$ cat config.mk
export PLATFORM = sky130hd
export DESIGN_NAME = hwag_vr_capture
export DESIGN_NICKNAME = d
export VERILOG_FILES = /design/src/rtl/hwag_vr_pkg.sv /design/src/rtl/hwag_vr_filter.sv /design/src/rtl/hwag_vr_capture.sv
export SDC_FILE = /design/constraint.sdc
export NUM_CORES = 1
export LEC_CHECK = 0
export ABC_AREA = 0
export CAP_MARGIN = 20
export CELL_PAD_IN_SITES_DETAIL_PLACEMENT = 1
export CELL_PAD_IN_SITES_GLOBAL_PLACEMENT = 2
export CORE_ASPECT_RATIO = 1.25
export CORE_UTILIZATION = 32
export CTS_CLUSTER_DIAMETER = 60
export DETAILED_ROUTE_END_ITERATION = 8
export PLACE_DENSITY_LB_ADDON = 0.1
export SETUP_SLACK_MARGIN = 0.5
export SKIP_LAST_GASP = 1
export SLEW_MARGIN = 15
export SYNTH_ARGS = -nofsm -noshare
export SYNTH_HDL_FRONTEND = slang
export SYNTH_SLANG_ARGS = --single-unit
$ cat constraint.sdc
create_clock -name clk -period 1.8 [get_ports clk]
set_input_delay 0.45 -clock clk [delete_from_list [all_inputs] [get_ports clk]]
set_output_delay 0.45 -clock clk [all_outputs]
set_load 0.02 [all_outputs]
$ cat src/rtl/hwag_vr_pkg.sv
// Shared types and constants for the crank VR input conditioning stage.
package hwag_vr_pkg;

  // Default widths of the tooth period counter and the debounce counter.
  localparam int CNT_WIDTH_DEF  = 24;
  localparam int FILT_WIDTH_DEF = 8;

  // Gap ratio: a tooth is the gap when GAP_DEN*period > GAP_NUM*prev_period,
  // i.e. the tooth is more than 1.5x as long as the one before it.
  localparam int GAP_NUM = 3;
  localparam int GAP_DEN = 2;

  // Capture state machine: IDLE until the first edge, ARM while the first
  // (unreferenced) period is measured, RUN while producing tooth strobes.
  typedef enum logic [1:0] {
    IDLE = 2'd0,
    ARM  = 2'd1,
    RUN  = 2'd2
  } vr_state_t;

endpackage

$ cat src/rtl/hwag_vr_filter.sv
// VR input front end: two-flop synchroniser, debounce filter and active-edge
// detection on the filtered level.
module hwag_vr_filter
  import hwag_vr_pkg::*;
#(
  parameter int FILT_WIDTH = FILT_WIDTH_DEF
) (
  input  logic                  clk,
  input  logic                  rst,
  input  logic                  vr_in,
  input  logic [FILT_WIDTH-1:0] filt_top,
  input  logic                  edge_fall,
  output logic                  vr_out,
  output logic                  act_edge
);

  localparam logic [FILT_WIDTH-1:0] FILT_ONE = FILT_WIDTH'(1);

  logic [1:0]            sync_q;
  logic                  vr_sync;
  logic [FILT_WIDTH-1:0] filt_cnt;
  logic                  vr_prev;

  assign vr_sync = sync_q[1];

  // Two-flop synchroniser for the asynchronous comparator output.
  // NOTE: every sequential block uses non-blocking assignments so all flops
  // sample their inputs from the same clock edge regardless of block order.
  always_ff @(posedge clk or negedge rst) begin
    if (!rst) sync_q <= 2'b00;
    else      sync_q <= {sync_q[0], vr_in};
  end

  // Debounce: the synchronised level must disagree with vr_out for
  // filt_top+1 consecutive cycles before vr_out follows it.
  always_ff @(posedge clk or negedge rst) begin
    if (!rst) begin
      vr_out   <= 1'b0;
      filt_cnt <= '0;
    end else if (vr_sync == vr_out) begin
      filt_cnt <= '0;
    end else if (filt_cnt >= filt_top) begin
      vr_out   <= vr_sync;
      filt_cnt <= '0;
    end else begin
      filt_cnt <= filt_cnt + FILT_ONE;
    end
  end

  // Previous filtered level, used to find transitions of vr_out.
  always_ff @(posedge clk or negedge rst) begin
    if (!rst) vr_prev <= 1'b0;
    else      vr_prev <= vr_out;
  end

  // NOTE: the edge pulse is decoded from two registers with a continuous
  // assign, so it is glitch-free in practice and lasts exactly one cycle.
  assign act_edge = edge_fall ? (vr_prev & ~vr_out) : (~vr_prev & vr_out);

endmodule

$ cat src/rtl/hwag_vr_capture.sv
// Crank VR capture: filters the raw VR signal, measures the tooth period in
// clk cycles and flags the missing-tooth gap for the angle generator core.
// Optional feature macro: HWAG_VR_GAP_EN (gap comparator and prev_period).
// Without it gap_stb is constant 0.
module hwag_vr_capture
  import hwag_vr_pkg::*;
#(
  parameter int CNT_WIDTH  = CNT_WIDTH_DEF,
  parameter int FILT_WIDTH = FILT_WIDTH_DEF
) (
  input  logic                  clk,
  input  logic                  rst,
  input  logic                  vr_in,
  input  logic [FILT_WIDTH-1:0] filt_top,
  input  logic                  edge_fall,
  output logic                  vr_out,
  output logic                  tooth_stb,
  output logic [CNT_WIDTH-1:0]  tooth_period,
  output logic                  gap_stb,
  output logic                  period_ovf
);

  localparam logic [CNT_WIDTH-1:0] CNT_MAX = '1;
  localparam logic [CNT_WIDTH-1:0] CNT_ONE = CNT_WIDTH'(1);

  vr_state_t            state;
  logic [CNT_WIDTH-1:0] per_cnt;
  logic                 act_edge;
  logic                 sat;
  logic                 gap_hit;

  hwag_vr_filter #(
    .FILT_WIDTH (FILT_WIDTH)
  ) u_filter (
    .clk       (clk),
    .rst       (rst),
    .vr_in     (vr_in),
    .filt_top  (filt_top),
    .edge_fall (edge_fall),
    .vr_out    (vr_out),
    .act_edge  (act_edge)
  );

  assign sat = (per_cnt == CNT_MAX);

`ifdef HWAG_VR_GAP_EN
  logic [CNT_WIDTH-1:0] prev_period;
  logic [CNT_WIDTH+1:0] gap_lhs;
  logic [CNT_WIDTH+1:0] gap_rhs;

  // Two extra bits hold 3*all-ones without wrapping.
  assign gap_lhs = {2'b00, per_cnt}     * (CNT_WIDTH+2)'(GAP_DEN);
  assign gap_rhs = {2'b00, prev_period} * (CNT_WIDTH+2)'(GAP_NUM);
  assign gap_hit = (gap_lhs > gap_rhs);

  // Reference period for the gap test; the gap tooth itself becomes the
  // reference for the next tooth, so that tooth never reads as a gap.
  always_ff @(posedge clk or negedge rst) begin
    if (!rst)                            prev_period <= '0;
    else if (act_edge && state != IDLE) prev_period <= per_cnt;
  end
`else
  assign gap_hit = 1'b0;
`endif

  // Period counter, state machine and registered strobes/outputs.
  always_ff @(posedge clk or negedge rst) begin
    if (!rst) begin
      state        <= IDLE;
      per_cnt      <= '0;
      tooth_period <= '0;
      tooth_stb    <= 1'b0;
      gap_stb      <= 1'b0;
      period_ovf   <= 1'b0;
    end else begin
      // NOTE: strobes default low every cycle and are raised only on an
      // edge, which keeps them single-cycle without extra clearing logic.
      tooth_stb <= 1'b0;
      gap_stb   <= 1'b0;
      if (act_edge) begin
        // The edge cycle counts as cycle 1 of the next period; an edge that
        // coincides with saturation wins and latches all-ones.
        per_cnt    <= CNT_ONE;
        period_ovf <= 1'b0;
        case (state)
          IDLE: state <= ARM;
          ARM: begin
            tooth_period <= per_cnt;
            state        <= RUN;
          end
          RUN: begin
            tooth_period <= per_cnt;
            tooth_stb    <= 1'b1;
            gap_stb      <= gap_hit;
          end
          default: state <= IDLE;
        endcase
      end else if (sat) begin
        period_ovf <= 1'b1;
        state      <= IDLE;
      end else begin
        per_cnt <= per_cnt + CNT_ONE;
      end
    end
  end

endmodule

# After elaboration in Yosys (flattened, before gate mapping)
# Index checks and enable logic that the tools add are counted.
# Widths: inputs -> output; s select.
# word_totals
wordCells	41
output_inout_bits	28
inputBits	12
reg_bits	64
# classes
n_eq_ne	6
add_sub_neg	2
n_mux	12
magnitude_cmp	1
bitwise	5
reduce_logical	6
# ops
cell	n
$mux 24	2
$add 24x1->24 const B	1
$eq 24x24->1 const B	1
$mux 8	2
$add 8x1->8 const B	1
$ge 8x8->1	1
$pmux 2 s3	1
$reduce_and 2->1	3
$mux 1	5
$mux 2	2
$ne 2x2->1 const B	2
$not 1->1	3
$and 1x1->1	2
$eq 2x1->1 const B	1
$eq 2x2->1 const B	1
$logic_not 2->1	1
$reduce_bool 2->1	1
$reduce_or 2->1	1
$eq 1x1->1	1

# Longest topological paths before layout
# Gate-level depths: netlist of run 1.
# logic_depth
ltp_word	5
mapped_depth	8
ltp_nobuf	7

# By module
# A second synthesis of run 1 with hierarchy kept.
# hier_totals
hier_cells	281
area_unflattened_um2	3121.7
# by_module_without_submodules
module	seq_area_each_um2	instances	area_each_um2	cells_per_inst
hwag_vr_capture	1301.2	1	2411.1	214
hwag_vr_filter	300.3	1	710.7	67

# Worst setup path after synthesis of run 1
# OpenSTA, ideal clock, no wires.
# synth_timing
path_kind	register -> register
start	register per_cnt[17]
end	register per_cnt[13]
slack_ps	-32
n_path_buf	3
setup_time_ps	119
required_time_ps	1681
arrival_time_ps	1713
path_stages_with_launch	9
period_less_slack_ps	1832
path_cell_list	dfrtp_1 -> and3_1 -> buf_6 -> and4_4 -> buf_6 -> and2_4 -> clkbuf_8 -> o31a_1 -> o21a_1
# synth_via
elab_chain_cells	2
# synth_rtl
item	line_no	text
start, declared	hwag_vr_capture.sv:27	logic [CNT_WIDTH-1:0] per_cnt;
start signal, assigned	hwag_vr_capture.sv:102	per_cnt <= per_cnt + CNT_ONE;
$eq 24x24->1	hwag_vr_capture.sv:44	assign sat = (per_cnt == CNT_MAX);
$ne 2x2->1 (no line)	n/a	
# Every way passes these cells.
# A chain may end at the register's enable or synchronous reset.

# Final worst setup path of run 1
# layout_timing
start	register per_cnt[10]
end	register per_cnt[7]
# The elaborated chain is that of the path after synthesis.

==> results of run 1 <==
==> per-stage QoR <==
step / power, mW / cell area [µm²] / std cells / util
6_report: 6.334 / 4572 / 495 / 0.4931
3_5_place_dp: 4.352 / 3974 / 469 / 0.4286
2_1_floorplan: 3.357 / 3244 / 284 / -
4_1_cts: 6.285 / 4415 / 489 / 0.4762
3_3_place_gp: 4.284 / 3974 / 469 / 0.4286
5_1_grt: 6.732 / 4572 / 495 / 0.4931
==> final timing paths <==
check / to / slack [ns] / cells past startpoint
setup / recovery: per_cnt[7]$_DFFE_PN0P_ / 0.01 / 7
hold / removal: u_filter.vr_out$_DFFE_PN0P_ / 0.14 / 2
setup reg to reg: per_cnt[7]$_DFFE_PN0P_ / 0.01 / 7
hold reg to reg: u_filter.sync_q[1]$_DFF_PN0_ / 0.35 / 0
max in group asynchronous: u_filter.filt_cnt[1]$_DFF_PN0_ / 1.37 / 2
min in group clk: u_filter.sync_q[1]$_DFF_PN0_ / 0.35 / 0
==> layer usage <==
metal	global-route usage	wire length [µm]
met5	0	0
met4	0.05806	105
met3	0.04539	221
met2	0.3099	4283
met1	0.2038	3408
==> repair_timing <==
action / CTS / global route
gates resized for setup: 180 / 35
gates cloned: 0 / 2
pin swaps: 16 / 21
setup endpoints to repair: 87 / 87
setup buffers: 4 / 4
==> flip-flops by register name (all words and copies together), names as in the netlist <==
signal	flops
u_filter.sync_q	2
u_filter.vr_out	1
u_filter.vr_prev	1
tooth_period	24
per_cnt	24
u_filter.filt_cnt	8
tooth_stb	1
state	2
period_ovf	1
==> critical path, stage by stage (launching register included) <==
cell,delay [ns]
dfrtp_1,0.41
buf_4,0.16
nand4_1,0.16
nor4_4,0.08
buf_4,0.15
and2_4,0.16
or4_4,0.48
a21oi_2,0.13
==> cells in the mapped netlist, types with 6 or more instances <==
library cell / n
xor2_1: 8
nor2_1: 27
o21ai_0: 8
mux2_2: 23
or3_1: 6
nand2_1: 16
and3_1: 6
a21oi_1: 16
nand4_1: 8
xnor2_1: 11
dfrtp_1: 64
inv_1: 13
ha_1: 13
nand3_1: 15
==> power groups by stage <==
stage	registers, mW	logic (mW)	clock network (mW)
floorplan	2.41	0.945	0
global placement	2.14	2.14	0
detailed placement	2.16	2.19	0
CTS	2.19	2.29	1.80
global route	2.26	2.60	1.88
finish	2.20	2.38	1.75
==> cells by family after synthesis <==
| group | count (synthesis) | share of synthesized area |
|---|---|---|
| simple gates | 96 | 0.1613 |
| flops | 64 | 0.5149 |
| compound gates | 43 | 0.09051 |
| mux | 24 | 0.08648 |
| buf+inv | 24 | 0.03982 |
| xor+xnor | 19 | 0.05350 |
| fa+ha+maj | 13 | 0.05229 |
| other cells | 1 | 0.001206 |
==> final cells by class <==
class / instances / area (µm²)
Tap cell: 123 / 153.9
Clock inverter: 3 / 40.04
Clock buffer: 13 / 260.3
Multi-Input combinational cell: 197 / 1678
Inverter: 13 / 48.80
Fill cell: 986 / 4700
Sequential cell: 64 / 1604
Timing Repair Buffer: 82 / 787.0
==> impl_results.html, run 1 <==
<table>
<tr><th>Metric</th><th>Value</th></tr>
<tr><th colspan="2">Placed design</th></tr>
<tr><td>Dpl ws</td><td>-0.3207 ns</td></tr>
<tr><td>Post-detailed-placement half-perimeter wirelength</td><td>between 5 and 6 mm</td></tr>
<tr><td>Placer's final routability congestion estimate</td><td>0.7058</td></tr>
<tr><td># port buffers</td><td>38</td></tr>
<tr><th colspan="2">Floorplanning</th></tr>
<tr><td>Area enclosed by the die boundary</td><td>just over 10000 µm²</td></tr>
<tr><td>Die width</td><td>around 90 µm</td></tr>
<tr><td>Top-level port count</td><td>40</td></tr>
<tr><td>Core box area</td><td>roughly 9000 µm²</td></tr>
<tr><td>Vertical die dimension</td><td>112.2 µm</td></tr>
<tr><td>Initial cell density of the core</td><td>0.3355</td></tr>
<tr><td># rows</td><td>39</td></tr>
<tr><th colspan="2">Synthesis</th></tr>
<tr><td>Asr flop ratio synth</td><td>1.000</td></tr>
<tr><td>Post-synthesis cell count</td><td>~280</td></tr>
<tr><td>Post-synthesis net count</td><td>309</td></tr>
<tr><td>Post-synthesis instance area</td><td>3110 µm²</td></tr>
<tr><td>Sequential cell area fraction in the yosys report</td><td>0.5149</td></tr>
<tr><td>Most area-hungry cell type in the Yosys netlist</td><td>dfrtp_1</td></tr>
<tr><td>Number of register bits inferred by synthesis</td><td>64</td></tr>
<tr><td>Top-area cell type share of the netlist area</td><td>0.5149</td></tr>
<tr><td>Most used DFF post-synth</td><td>dfrtp_1</td></tr>
<tr><td>Number of enable flip-flop cells after synthesis</td><td>0</td></tr>
<tr><td>Area contributors post-synth</td><td>dfrtp_1, mux2_2, ha_1</td></tr>
<tr><td>Number of distinct library cells after synthesis</td><td>44</td></tr>
<tr><td>Mean cell area of the mapped netlist</td><td>10.95 µm²</td></tr>
<tr><td>Syn. warnings</td><td>0</td></tr>
<tr><th colspan="2">Timing</th></tr>
<tr><td>Maximum clock skew at final layout</td><td>0.006921 ns</td></tr>
<tr><td>Final hold violation count</td><td>0</td></tr>
<tr><td>Setup total negative slack</td><td>0 ns</td></tr>
<tr><td>Shortest clock period the worst path allows after layout</td><td>approximately 1.8 ns</td></tr>
<tr><td>Setup repair after global routing missed its margin</td><td>true</td></tr>
<tr><td>FMAX</td><td>560.2 MHz</td></tr>
<tr><td>Final worst slack</td><td>between 0.01 and 0.015 ns</td></tr>
<tr><td>Count of pins over their slew limit</td><td>0</td></tr>
<tr><td>Tcrit/Tclk final</td><td>0.9917</td></tr>
<tr><td>Post-Route Hold Slack</td><td>roughly 0.14 ns</td></tr>
<tr><td>Count of endpoints failing setup in the final report</td><td>0</td></tr>
<tr><th colspan="2">Cells and area</th></tr>
<tr><td>Leading cell type in the layout, fill and taps excluded</td><td>dfrtp_1</td></tr>
<tr><td>Commonest cells after routing, fill and taps aside</td><td>dfrtp_1, buf_4, buf_6, mux2_2, nor2_1</td></tr>
<tr><td>Layout cells sized above 1</td><td>0.4409</td></tr>
<tr><td>Synth-to-Final Area Change</td><td>46.98%</td></tr>
<tr><td>Final antenna diode count</td><td>0</td></tr>
<tr><td>Layout Nets</td><td>about 390</td></tr>
<tr><th colspan="2">GRT</th></tr>
<tr><td>Pin count of the biggest net entering global routing</td><td>between 60 and 70</td></tr>
<tr><td>Overall overflow remaining after global route</td><td>0</td></tr>
<tr><td>Via count of the first global-routing pass</td><td>roughly 2.8k</td></tr>
<tr><td>Global routing usage summed across all routing layers</td><td>0.1744</td></tr>
<tr><td>First-pass GRT wire length</td><td>roughly 14 mm</td></tr>
<tr><td>Number of antenna violations at the first check in global routing</td><td>0</td></tr>
<tr><th colspan="2">Route</th></tr>
<tr><td>Vias per inst</td><td>4.992</td></tr>
<tr><td>Antenna-violating nets left</td><td>0</td></tr>
<tr><td>Detailed-route wire length per cell</td><td>16.20 µm</td></tr>
<tr><td>Number of DRC markers in iteration 0</td><td>98</td></tr>
<tr><td>DRC errors left</td><td>0</td></tr>
<tr><td>Post-detailed-routing wire length</td><td>around 8 mm</td></tr>
<tr><td>Via Count</td><td>roughly 2.5k</td></tr>
<tr><td>Number of detailed-route iterations in the first pass</td><td>4</td></tr>
<tr><th colspan="2">Worst setup path</th></tr>
<tr><td>Reg-to-reg startpoint</td><td>per_cnt[10]$_DFFE_PN0P_</td></tr>
<tr><td>Kind of end point of the critical path</td><td>flip-flop</td></tr>
<tr><td>Required time reported for the critical path endpoint</td><td>between 2 and 2.5 ns</td></tr>
<tr><td>Beginning of the critical path</td><td>per_cnt[10]$_DFFE_PN0P_</td></tr>
<tr><td>Worst EP arrival</td><td>between 2 and 2.5 ns</td></tr>
<tr><td>Critical path class</td><td>flip-flop to flip-flop</td></tr>
<tr><td>Crit Path Max Fanout</td><td>7</td></tr>
<tr><td>Worst Setup Start Kind</td><td>flip-flop</td></tr>
<tr><th colspan="2">Clock tree</th></tr>
<tr><td>Clock tree from TritonCTS</td><td>yes</td></tr>
<tr><td>Post-CTS clock slew at the launch and capture registers of the worst setup and hold paths</td><td>0.06 ns</td></tr>
<tr><td>Total CTS buffers</td><td>9</td></tr>
<tr><td>Clk_lat worst skew</td><td>around 0.33 ns</td></tr>
<tr><td>Count of clock tree sinks</td><td>64</td></tr>
<tr><td>Count of hold buffers inserted by post-cts repair</td><td>0</td></tr>
<tr><td>H-tree level count</td><td>3</td></tr>
<tr><td>Maximum root-to-sink buffer count</td><td>2</td></tr>
<tr><td>Clock tree root buffer cell</td><td>clkbuf_16</td></tr>
<tr><th colspan="2">Job</th></tr>
<tr><td>Max-cap violations</td><td>0</td></tr>
<tr><th colspan="2">Pwr</th></tr>
<tr><td>Clock power frac</td><td>0.277</td></tr>
<tr><td>Switching power total</td><td>~2.1 mW</td></tr>
<tr><td>Net Sw Frac</td><td>0.3327</td></tr>
<tr><td>VDD IR-drop max</td><td>0.0005930 V</td></tr>
<tr><td>Power density over cell area</td><td>1385 nW/µm²</td></tr>
<tr><td>Static leakage</td><td>2.106 nW</td></tr>
<tr><td>Internal power component</td><td>approximately 4.2 mW</td></tr>
<tr><td>Relative contribution of sequential cells to total power</td><td>0.347</td></tr>
<tr><td>Combinational group share of total power</td><td>0.376</td></tr>
<tr><th colspan="2">Worst hold path</th></tr>
<tr><td>Hold Crit Class</td><td>primary input to async pin</td></tr>
<tr><th colspan="2">Outcome</th></tr>
<tr><td>Status</td><td>completed</td></tr>
</table>
No activity file was read; power rests on OpenSTA's default activity.
==> inputs of run 2 (changes only) <==
--- a/config.mk
+++ b/config.mk
@@ -10,9 +10,11 @@
 export CELL_PAD_IN_SITES_DETAIL_PLACEMENT = 1
 export CELL_PAD_IN_SITES_GLOBAL_PLACEMENT = 2
 export CORE_ASPECT_RATIO = 1.25
-export CORE_UTILIZATION = 32
+export CORE_MARGIN = 2
+export CORE_UTILIZATION = 37
 export CTS_CLUSTER_DIAMETER = 60
 export DETAILED_ROUTE_END_ITERATION = 8
+export DONT_BUFFER_PORTS = 1
 export PLACE_DENSITY_LB_ADDON = 0.1
 export SETUP_SLACK_MARGIN = 0.5
 export SKIP_LAST_GASP = 1
==> impl_results.html, run 2 (same netlist as run 1, synthesis figures left out) <==
<table>
<tr><th>Metric</th><th>Value</th></tr>
<tr><th colspan="2">Outcome</th></tr>
<tr><td>Status</td><td>complete, but fails checks</td></tr>
<tr><td>Violations in the final reports</td><td>negative hold slack, negative setup slack</td></tr>
<tr><th colspan="2">Worst setup path</th></tr>
<tr><td>Terminus of the critical flop-to-flop path</td><td>per_cnt[5]$_DFFE_PN0P_</td></tr>
<tr><td>Reg2reg path depth</td><td>8 (+1)</td></tr>
<tr><td>Critical path class</td><td>flip-flop to flip-flop</td></tr>
<tr><td>Dominant delay contributor by cell family on the critical path</td><td>simple AND/OR/NAND/NOR gates</td></tr>
<tr><td>Crit-path max cell delay</td><td>0.37 ns (-0.11 ns)</td></tr>
<tr><td>Count of buffer and inverter cells on the critical path</td><td>3 (+1)</td></tr>
<tr><td>Worst EP arrival</td><td>2.09 ns (+0.04 ns)</td></tr>
<tr><td>Crit Path Max Fanout</td><td>8 (+1)</td></tr>
<tr><td>Crit path cell chain</td><td>nand4_1 &gt; buf_4 &gt; nor4_4 &gt; buf_4 &gt; buf_8 &gt; a211oi_1 &gt; xnor2_1 &gt; nor2_1</td></tr>
<tr><td>Required time reported for the critical path endpoint</td><td>2.07 ns (about the same)</td></tr>
<tr><td>Worst-path cell with the longest stage delay</td><td>dfrtp_1</td></tr>
<tr><td>Reg-to-reg startpoint</td><td>per_cnt[11]$_DFFE_PN0P_</td></tr>
<tr><td>Register-to-register setup slack</td><td>-0.02 ns (-0.04 ns)</td></tr>
<tr><td>Kind of end point of the critical path</td><td>flip-flop</td></tr>
<tr><td>Cell repeated most along the worst path</td><td>buf_4</td></tr>
<tr><td>Worst Setup Start Kind</td><td>flip-flop</td></tr>
<tr><th colspan="2">Route</th></tr>
<tr><td>Antenna-violating nets left</td><td>0 (unchanged)</td></tr>
<tr><td>Number of detailed-route iterations in the first pass</td><td>4 (unchanged)</td></tr>
<tr><td>Post-detailed-routing wire length</td><td>8.480 mm (+5.7%)</td></tr>
<tr><td>Detailed-route wire length per cell</td><td>19.23 µm (+19%)</td></tr>
<tr><td>Via Count</td><td>2412 (-2.4%)</td></tr>
<tr><td>DRC errors left</td><td>0 (unchanged)</td></tr>
<tr><td>Number of DRC markers in iteration 0</td><td>33 (-66%)</td></tr>
<tr><td>Vias per inst</td><td>5.469 (+9.6%)</td></tr>
<tr><th colspan="2">Clock tree</th></tr>
<tr><td>Count of clock tree sinks</td><td>64 (unchanged)</td></tr>
<tr><td>Post-CTS clock slew at the launch and capture registers of the worst setup and hold paths</td><td>0.07 ns (about the same)</td></tr>
<tr><td>Clock tree root buffer cell</td><td>clkbuf_8</td></tr>
<tr><td>H-tree level count</td><td>3 (unchanged)</td></tr>
<tr><td>Total CTS buffers</td><td>9 (unchanged)</td></tr>
<tr><td>Clock tree from TritonCTS</td><td>yes</td></tr>
<tr><td>Clk_lat worst skew</td><td>0.36 ns (+0.03 ns)</td></tr>
<tr><td>Maximum root-to-sink buffer count</td><td>2 (unchanged)</td></tr>
<tr><th colspan="2">Placed design</th></tr>
<tr><td>DP Area</td><td>3491 µm² (-12%)</td></tr>
<tr><td>Post-detailed-placement half-perimeter wirelength</td><td>5.053 mm (-3.7%)</td></tr>
<tr><td># port buffers</td><td>0 (-100%)</td></tr>
<tr><td>Placer's final routability congestion estimate</td><td>0.7946 (+13%)</td></tr>
<tr><th colspan="2">GRT</th></tr>
<tr><td>Number of antenna violations at the first check in global routing</td><td>0 (unchanged)</td></tr>
<tr><td>First-pass GRT wire length</td><td>13.42 mm (-2.3%)</td></tr>
<tr><td>Via count of the first global-routing pass</td><td>2572 (-7.0%)</td></tr>
<tr><td>Global routing usage summed across all routing layers</td><td>0.1947 (+0.02027)</td></tr>
<tr><td>Pin count of the biggest net entering global routing</td><td>65 (unchanged)</td></tr>
<tr><td>Overall overflow remaining after global route</td><td>0 (unchanged)</td></tr>
<tr><th colspan="2">Floorplanning</th></tr>
<tr><td>Die width</td><td>86.01 µm (-4.6%)</td></tr>
<tr><td>Core box area</td><td>8194 µm² (-12%)</td></tr>
<tr><td>Initial cell density of the core</td><td>0.3796 (+0.04411)</td></tr>
<tr><td>Area enclosed by the die boundary</td><td>9161 µm² (-9.5%)</td></tr>
<tr><td># rows</td><td>37 (-5.1%)</td></tr>
<tr><td>Top-level port count</td><td>40 (unchanged)</td></tr>
<tr><td>Vertical die dimension</td><td>106.5 µm (-5.1%)</td></tr>
<tr><th colspan="2">Cells and area</th></tr>
<tr><td>Final antenna diode count</td><td>0 (unchanged)</td></tr>
<tr><td>Commonest cells after routing, fill and taps aside</td><td>dfrtp_1, buf_4, mux2_2, nor2_1, nand3_1</td></tr>
<tr><td>Area of all placed cells without fillers</td><td>4269 µm² (-6.6%)</td></tr>
<tr><td>Leading cell type in the layout, fill and taps excluded</td><td>dfrtp_1</td></tr>
<tr><td>Layout cells sized above 1</td><td>0.4709 (+0.03007)</td></tr>
<tr><td>Synth-to-Final Area Change</td><td>37.25%</td></tr>
<tr><td>Largest registers</td><td>per_cnt x24, tooth_period x24, u_filter.filt_cnt x8</td></tr>
<tr><td>Layout Nets</td><td>364 (-7.1%)</td></tr>
<tr><th colspan="2">Timing</th></tr>
<tr><td>Count of endpoints failing setup in the final report</td><td>1 (+1)</td></tr>
<tr><td>Final hold violation count</td><td>64 (+64)</td></tr>
<tr><td>FMAX</td><td>548.5 MHz (-2.1%)</td></tr>
<tr><td>Post-Route Hold Slack</td><td>-0.2218 ns (-0.3609 ns)</td></tr>
<tr><td>Shortest clock period the worst path allows after layout</td><td>1.823 ns (+0.03796 ns)</td></tr>
<tr><td>Final worst slack</td><td>-0.02309 ns (-0.03796 ns)</td></tr>
<tr><td>Setup repair after global routing missed its margin</td><td>true</td></tr>
<tr><td>Tcrit/Tclk final</td><td>1.013 (+0.02109)</td></tr>
<tr><td>Maximum clock skew at final layout</td><td>0.008641 ns (+0.001720 ns)</td></tr>
<tr><td>Count of pins over their slew limit</td><td>0 (unchanged)</td></tr>
<tr><td>Setup total negative slack</td><td>-0.02309 ns (-0.02309 ns)</td></tr>
<tr><th colspan="2">Job</th></tr>
<tr><td>Max-cap violations</td><td>0 (unchanged)</td></tr>
<tr><th colspan="2">Pwr</th></tr>
<tr><td>VDD IR-drop max</td><td>0.0008151 V (+37%)</td></tr>
<tr><td>Static leakage</td><td>1.887 nW (-10%)</td></tr>
<tr><td>Power density over cell area</td><td>1331 nW/µm² (-3.9%)</td></tr>
<tr><th colspan="2">Worst hold path</th></tr>
<tr><td>Hold Crit Class</td><td>primary input to async pin</td></tr>
</table>
run 2: changes by cell type in the layout (fill, tap and decap cells not counted), moves of 4 or more:
cell,before,now
clkbuf_8,2,9
nand2_8,0,4
dfrtp_2,2,6
buf_4,37,41
clkbuf_16,9,0
buf_6,31,5
dlygate4sd2_1,6,0
dfrtp_1,62,58
run 2: per-stage QoR:
step,std cells,total power [mW],worst slack (ns),util,hold slack (ns)
after floorplan,284,3.357,0.04391,-,0.1544
after global placement,400,3.777,0.008439,0.4260,0.1561
after detailed placement,400,3.824,-0.05364,0.4260,0.1558
after CTS,436,5.605,0.06421,0.4969,-0.2275
after global routing,441,5.987,-0.1015,0.5210,-0.2348
final,441,5.682,-0.02309,0.5210,-0.2218
run 2: worst max-delay path by stage:
stage,slack [ns],endpoint,cells after the start,startpoint
floorplan,0.04,per_cnt[13]$_DFFE_PN0P_,8,per_cnt[16]$_DFFE_PN0P_
global placement,0.008,per_cnt[14]$_DFFE_PN0P_,6,per_cnt[3]$_DFFE_PN0P_
detailed placement,-0.05,per_cnt[14]$_DFFE_PN0P_,6,per_cnt[3]$_DFFE_PN0P_
CTS,0.06,per_cnt[14]$_DFFE_PN0P_,6,per_cnt[10]$_DFFE_PN0P_
global route,-0.10,per_cnt[5]$_DFFE_PN0P_,8,per_cnt[11]$_DFFE_PN0P_
finish,-0.02,per_cnt[5]$_DFFE_PN0P_,8,per_cnt[11]$_DFFE_PN0P_
run 2: cell type report:
cell class,count,area (µm²)
clock buffer,12,135.1
clock inverter,4,45.04
fill,865,3925
inverter,13,48.80
multi-input combinational,200,1851
sequential,64,1609
tap,97,121.4
timing repair buffer,51,459.2
run 2: power breakdown:
group | switching (mW) | total (mW) | internal, mW
Clock | 0.580 | 1.21 | 0.634
Sequential | 0.628 | 2.46 | 1.83
Combinational | 1.04 | 2.01 | 0.965
run 2: what timing repair did:
action                                 in CTS  in global routing
pin swaps                                  29                 27
setup endpoints to repair                  61                 64
gates resized for setup                    43                 34
endpoints found under the hold margin      64                 64
gates cloned                                4                  0
setup buffers                              16                  5
run 2: worst reg2reg max path, cell delays in order, from the launching register on:
cell and delay (ns):
dfrtp_1 0.37, nand4_1 0.13, buf_4 0.18, nor4_4 0.31
buf_4 0.19, buf_8 0.13, a211oi_1 0.10, xnor2_1 0.16
nor2_1 0.17
run 2: layer usage:
layer | track usage | share of wire | vias to the layer above
li1 | - | - | 1124
met1 | 0.2296 | 0.42 | 1232
met2 | 0.3378 | 0.52 | 38
met3 | 0.04736 | 0.033 | 18
met4 | 0.07370 | 0.027 | 0
met5 | 0 | 0 | -
==> inputs of run 3 (changes only) <==
--- a/config.mk
+++ b/config.mk
@@ -15,6 +15,7 @@
 export CTS_CLUSTER_DIAMETER = 60
 export DETAILED_ROUTE_END_ITERATION = 8
 export DONT_BUFFER_PORTS = 1
+export GPL_TIMING_DRIVEN = 0
 export PLACE_DENSITY_LB_ADDON = 0.1
 export SETUP_SLACK_MARGIN = 0.5
 export SKIP_LAST_GASP = 1
==> impl_results.html, run 3 (same netlist as run 1, synthesis figures left out) <==
<table>
<tr><th>Metric</th><th>Value</th></tr>
<tr><th colspan="2">Outcome</th></tr>
<tr><td>Status</td><td>complete, but fails checks</td></tr>
<tr><td>Violations in the final reports</td><td>negative hold slack, negative setup slack</td></tr>
<tr><th colspan="2">Timing</th></tr>
<tr><td>Count of endpoints failing setup in the final report</td><td>1 (unchanged)</td></tr>
<tr><td>FMAX</td><td>549.0 MHz (about the same)</td></tr>
<tr><td>Final hold violation count</td><td>64 (unchanged)</td></tr>
<tr><td>Final worst slack</td><td>-0.02163 ns (+0.001462 ns)</td></tr>
<tr><td>Setup repair after global routing missed its margin</td><td>true</td></tr>
<tr><td>Tcrit/Tclk final</td><td>1.012 (about the same)</td></tr>
<tr><td>Maximum clock skew at final layout</td><td>0.01167 ns (+0.003026 ns)</td></tr>
<tr><td>Count of pins over their slew limit</td><td>0 (unchanged)</td></tr>
<tr><td>Post-Route Hold Slack</td><td>-0.2115 ns (+0.01027 ns)</td></tr>
<tr><td>Shortest clock period the worst path allows after layout</td><td>1.822 ns (-0.001462 ns)</td></tr>
<tr><th colspan="2">Worst setup path</th></tr>
<tr><td>Critical path class</td><td>flip-flop to flip-flop</td></tr>
<tr><td>Kind of end point of the critical path</td><td>flip-flop</td></tr>
<tr><td>Required time reported for the critical path endpoint</td><td>2.06 ns (about the same)</td></tr>
<tr><td>Worst EP arrival</td><td>2.08 ns (about the same)</td></tr>
<tr><td>Worst Setup Start Kind</td><td>flip-flop</td></tr>
<tr><td>Crit Path Max Fanout</td><td>5 (-3)</td></tr>
<tr><th colspan="2">Floorplanning</th></tr>
<tr><td>Area enclosed by the die boundary</td><td>9161 µm² (unchanged)</td></tr>
<tr><td>Core box area</td><td>8194 µm² (unchanged)</td></tr>
<tr><td>Top-level port count</td><td>40 (unchanged)</td></tr>
<tr><td>Die width</td><td>86.01 µm (unchanged)</td></tr>
<tr><td>Vertical die dimension</td><td>106.5 µm (unchanged)</td></tr>
<tr><td># rows</td><td>37 (unchanged)</td></tr>
<tr><td>Initial cell density of the core</td><td>0.3796 (unchanged)</td></tr>
<tr><th colspan="2">Placed design</th></tr>
<tr><td>Placer's final routability congestion estimate</td><td>0.6922 (-13%)</td></tr>
<tr><td>Post-detailed-placement half-perimeter wirelength</td><td>4.623 mm (-8.5%)</td></tr>
<tr><td># port buffers</td><td>0 (unchanged)</td></tr>
<tr><td>DP Area</td><td>3366 µm² (-3.6%)</td></tr>
<tr><td>Placed cells</td><td>381 (-4.8%)</td></tr>
<tr><th colspan="2">Pwr</th></tr>
<tr><td>Static leakage</td><td>1.870 nW (-0.91%)</td></tr>
<tr><td>Power density over cell area</td><td>1251 nW/µm² (-6.0%)</td></tr>
<tr><td>VDD IR-drop max</td><td>0.0005518 V (-32%)</td></tr>
<tr><td>Power Total</td><td>5.174 mW (-8.9%)</td></tr>
<tr><th colspan="2">Cells and area</th></tr>
<tr><td>Synth-to-Final Area Change</td><td>32.98%</td></tr>
<tr><td>Area of all placed cells without fillers</td><td>4136 µm² (-3.1%)</td></tr>
<tr><td>Final antenna diode count</td><td>0 (unchanged)</td></tr>
<tr><td>Final design utilization</td><td>0.5048 (-0.01619)</td></tr>
<tr><td>Layout Nets</td><td>364 (unchanged)</td></tr>
<tr><td>Leading cell type in the layout, fill and taps excluded</td><td>dfrtp_1</td></tr>
<tr><td>Largest registers</td><td>per_cnt x24, tooth_period x24, u_filter.filt_cnt x8</td></tr>
<tr><td>Commonest cells after routing, fill and taps aside</td><td>dfrtp_1, buf_4, mux2_2, nor2_1, dfrtp_2</td></tr>
<tr><td>Fill cell count</td><td>895 (+3.5%)</td></tr>
<tr><td>Layout cells sized above 1</td><td>0.4564 (-0.01453)</td></tr>
<tr><td>Non-filler instance count after layout</td><td>441 (unchanged)</td></tr>
<tr><th colspan="2">Worst hold path</th></tr>
<tr><td>Hold Crit Class</td><td>primary input to async pin</td></tr>
<tr><th colspan="2">Route</th></tr>
<tr><td>Vias per inst</td><td>5.306 (-3.0%)</td></tr>
<tr><td>Antenna-violating nets left</td><td>0 (unchanged)</td></tr>
<tr><td>Number of detailed-route iterations in the first pass</td><td>6 (+2)</td></tr>
<tr><td>Number of DRC markers in iteration 0</td><td>80 (+140%)</td></tr>
<tr><td>DRC errors left</td><td>0 (unchanged)</td></tr>
<tr><td>Detailed-route wire length per cell</td><td>17.34 µm (-9.8%)</td></tr>
<tr><td>Via Count</td><td>2340 (-3.0%)</td></tr>
<tr><td>Post-detailed-routing wire length</td><td>7.645 mm (-9.8%)</td></tr>
<tr><th colspan="2">Clock tree</th></tr>
<tr><td>Total CTS buffers</td><td>9 (unchanged)</td></tr>
<tr><td>Post-CTS clock slew at the launch and capture registers of the worst setup and hold paths</td><td>0.08 ns (about the same)</td></tr>
<tr><td>H-tree level count</td><td>3 (unchanged)</td></tr>
<tr><td>Count of clock tree sinks</td><td>64 (unchanged)</td></tr>
<tr><td>Clock tree root buffer cell</td><td>clkbuf_8</td></tr>
<tr><td>Maximum root-to-sink buffer count</td><td>2 (unchanged)</td></tr>
<tr><td>Clock tree from TritonCTS</td><td>yes</td></tr>
<tr><td>Clk_lat worst skew</td><td>0.34 ns (-0.02 ns)</td></tr>
<tr><th colspan="2">GRT</th></tr>
<tr><td>Overall overflow remaining after global route</td><td>0 (unchanged)</td></tr>
<tr><td>Pin count of the biggest net entering global routing</td><td>65 (unchanged)</td></tr>
<tr><td>First-pass GRT wire length</td><td>12.14 mm (-9.6%)</td></tr>
<tr><td>Global routing usage summed across all routing layers</td><td>0.1732 (-0.02146)</td></tr>
<tr><td>Via count of the first global-routing pass</td><td>2391 (-7.0%)</td></tr>
<tr><td>Number of antenna violations at the first check in global routing</td><td>0 (unchanged)</td></tr>
<tr><th colspan="2">Job</th></tr>
<tr><td>Max-cap violations</td><td>0 (unchanged)</td></tr>
</table>
[run 3: cell count changes in the layout (fill, tap and decap cells not counted), moves of 4 or more]
cell     previous run  this run
buf_4              41        36
dfrtp_1            58        49
buf_6               5        11
nand2_8             4         0
dfrtp_2             6        15
[run 3: critical path: stages, from the launching register on]
cell     delay, ns
dfrtp_1       0.38
and3_4        0.18
buf_6         0.11
and4_4        0.17
buf_6         0.11
and2_4        0.15
or4_1         0.48
a21oi_1       0.15
[run 3: where the power goes]
group	switching [mW]	leakage [nW]	internal (mW)
sequential	0.610	0.841	1.85
combinational	0.786	0.948	0.811
clock	0.587	0.0813	0.533
total	1.98	1.87	3.19
[run 3: cell type report]
type / count / area, µm² / share of cell area
Multi-Input combinational cell: 196 / 1680 / 0.4062
Sequential cell: 64 / 1620 / 0.3917
Timing Repair Buffer: 44 / 376.6 / 0.09105
Clock buffer: 11 / 141.4 / 0.03418
Tap cell: 97 / 121.4 / 0.02934
Buffer: 11 / 115.1 / 0.02783
Inverter: 13 / 48.80 / 0.01180
Clock inverter: 5 / 32.53 / 0.007864
[run 3: layer usage]
layer / wire length (µm) / up-vias / share of wire / GRT usage
met5: 0 / - / 0 / 0
met4: 121 / 0 / 0.016 / 0.07143
met3: 232 / 9 / 0.030 / 0.03494
met2: 3981 / 38 / 0.52 / 0.2829
met1: 3310 / 1177 / 0.43 / 0.2223
li1: - / 1116 / - / -
[run 3: timing repair]
action,CTS,global route
hold endpoints to repair,64,64
gates resized for setup,34,39
buffers inserted,25,18
pin swaps,10,20
gates cloned,1,0
endpoints found under the setup margin,62,62
[run 3: worst paths after layout]
| check | endpoint | startpoint | depth (start not counted) | slack [ns] |
|---|---|---|---|---|
| min | u_filter.filt_cnt[4]$_DFF_PN0_ | rst | 0 | -0.21 |
| max reg2reg | per_cnt[7]$_DFFE_PN0P_ | per_cnt[16]$_DFFE_PN0P_ | 7 | -0.02 |
| min reg2reg | u_filter.sync_q[1]$_DFF_PN0_ | u_filter.sync_q[0]$_DFF_PN0_ | 0 | 0.36 |
| max | per_cnt[7]$_DFFE_PN0P_ | per_cnt[16]$_DFFE_PN0P_ | 7 | -0.02 |
| min in group clk | u_filter.sync_q[0]$_DFF_PN0_ | vr_in | 0 | 0.14 |
| max in group asynchronous | per_cnt[5]$_DFFE_PN0P_ | rst | 0 | 1.88 |
[run 3: metrics by stage]
step            TNS, ns  setup WS (ns)
3_5_place_dp     -1.174        -0.1542
6_report       -0.02163       -0.02163
2_1_floorplan         0        0.04391
5_1_grt         -0.5855       -0.07717
4_1_cts        -0.01635       -0.01635
3_3_place_gp    -0.8860        -0.1308
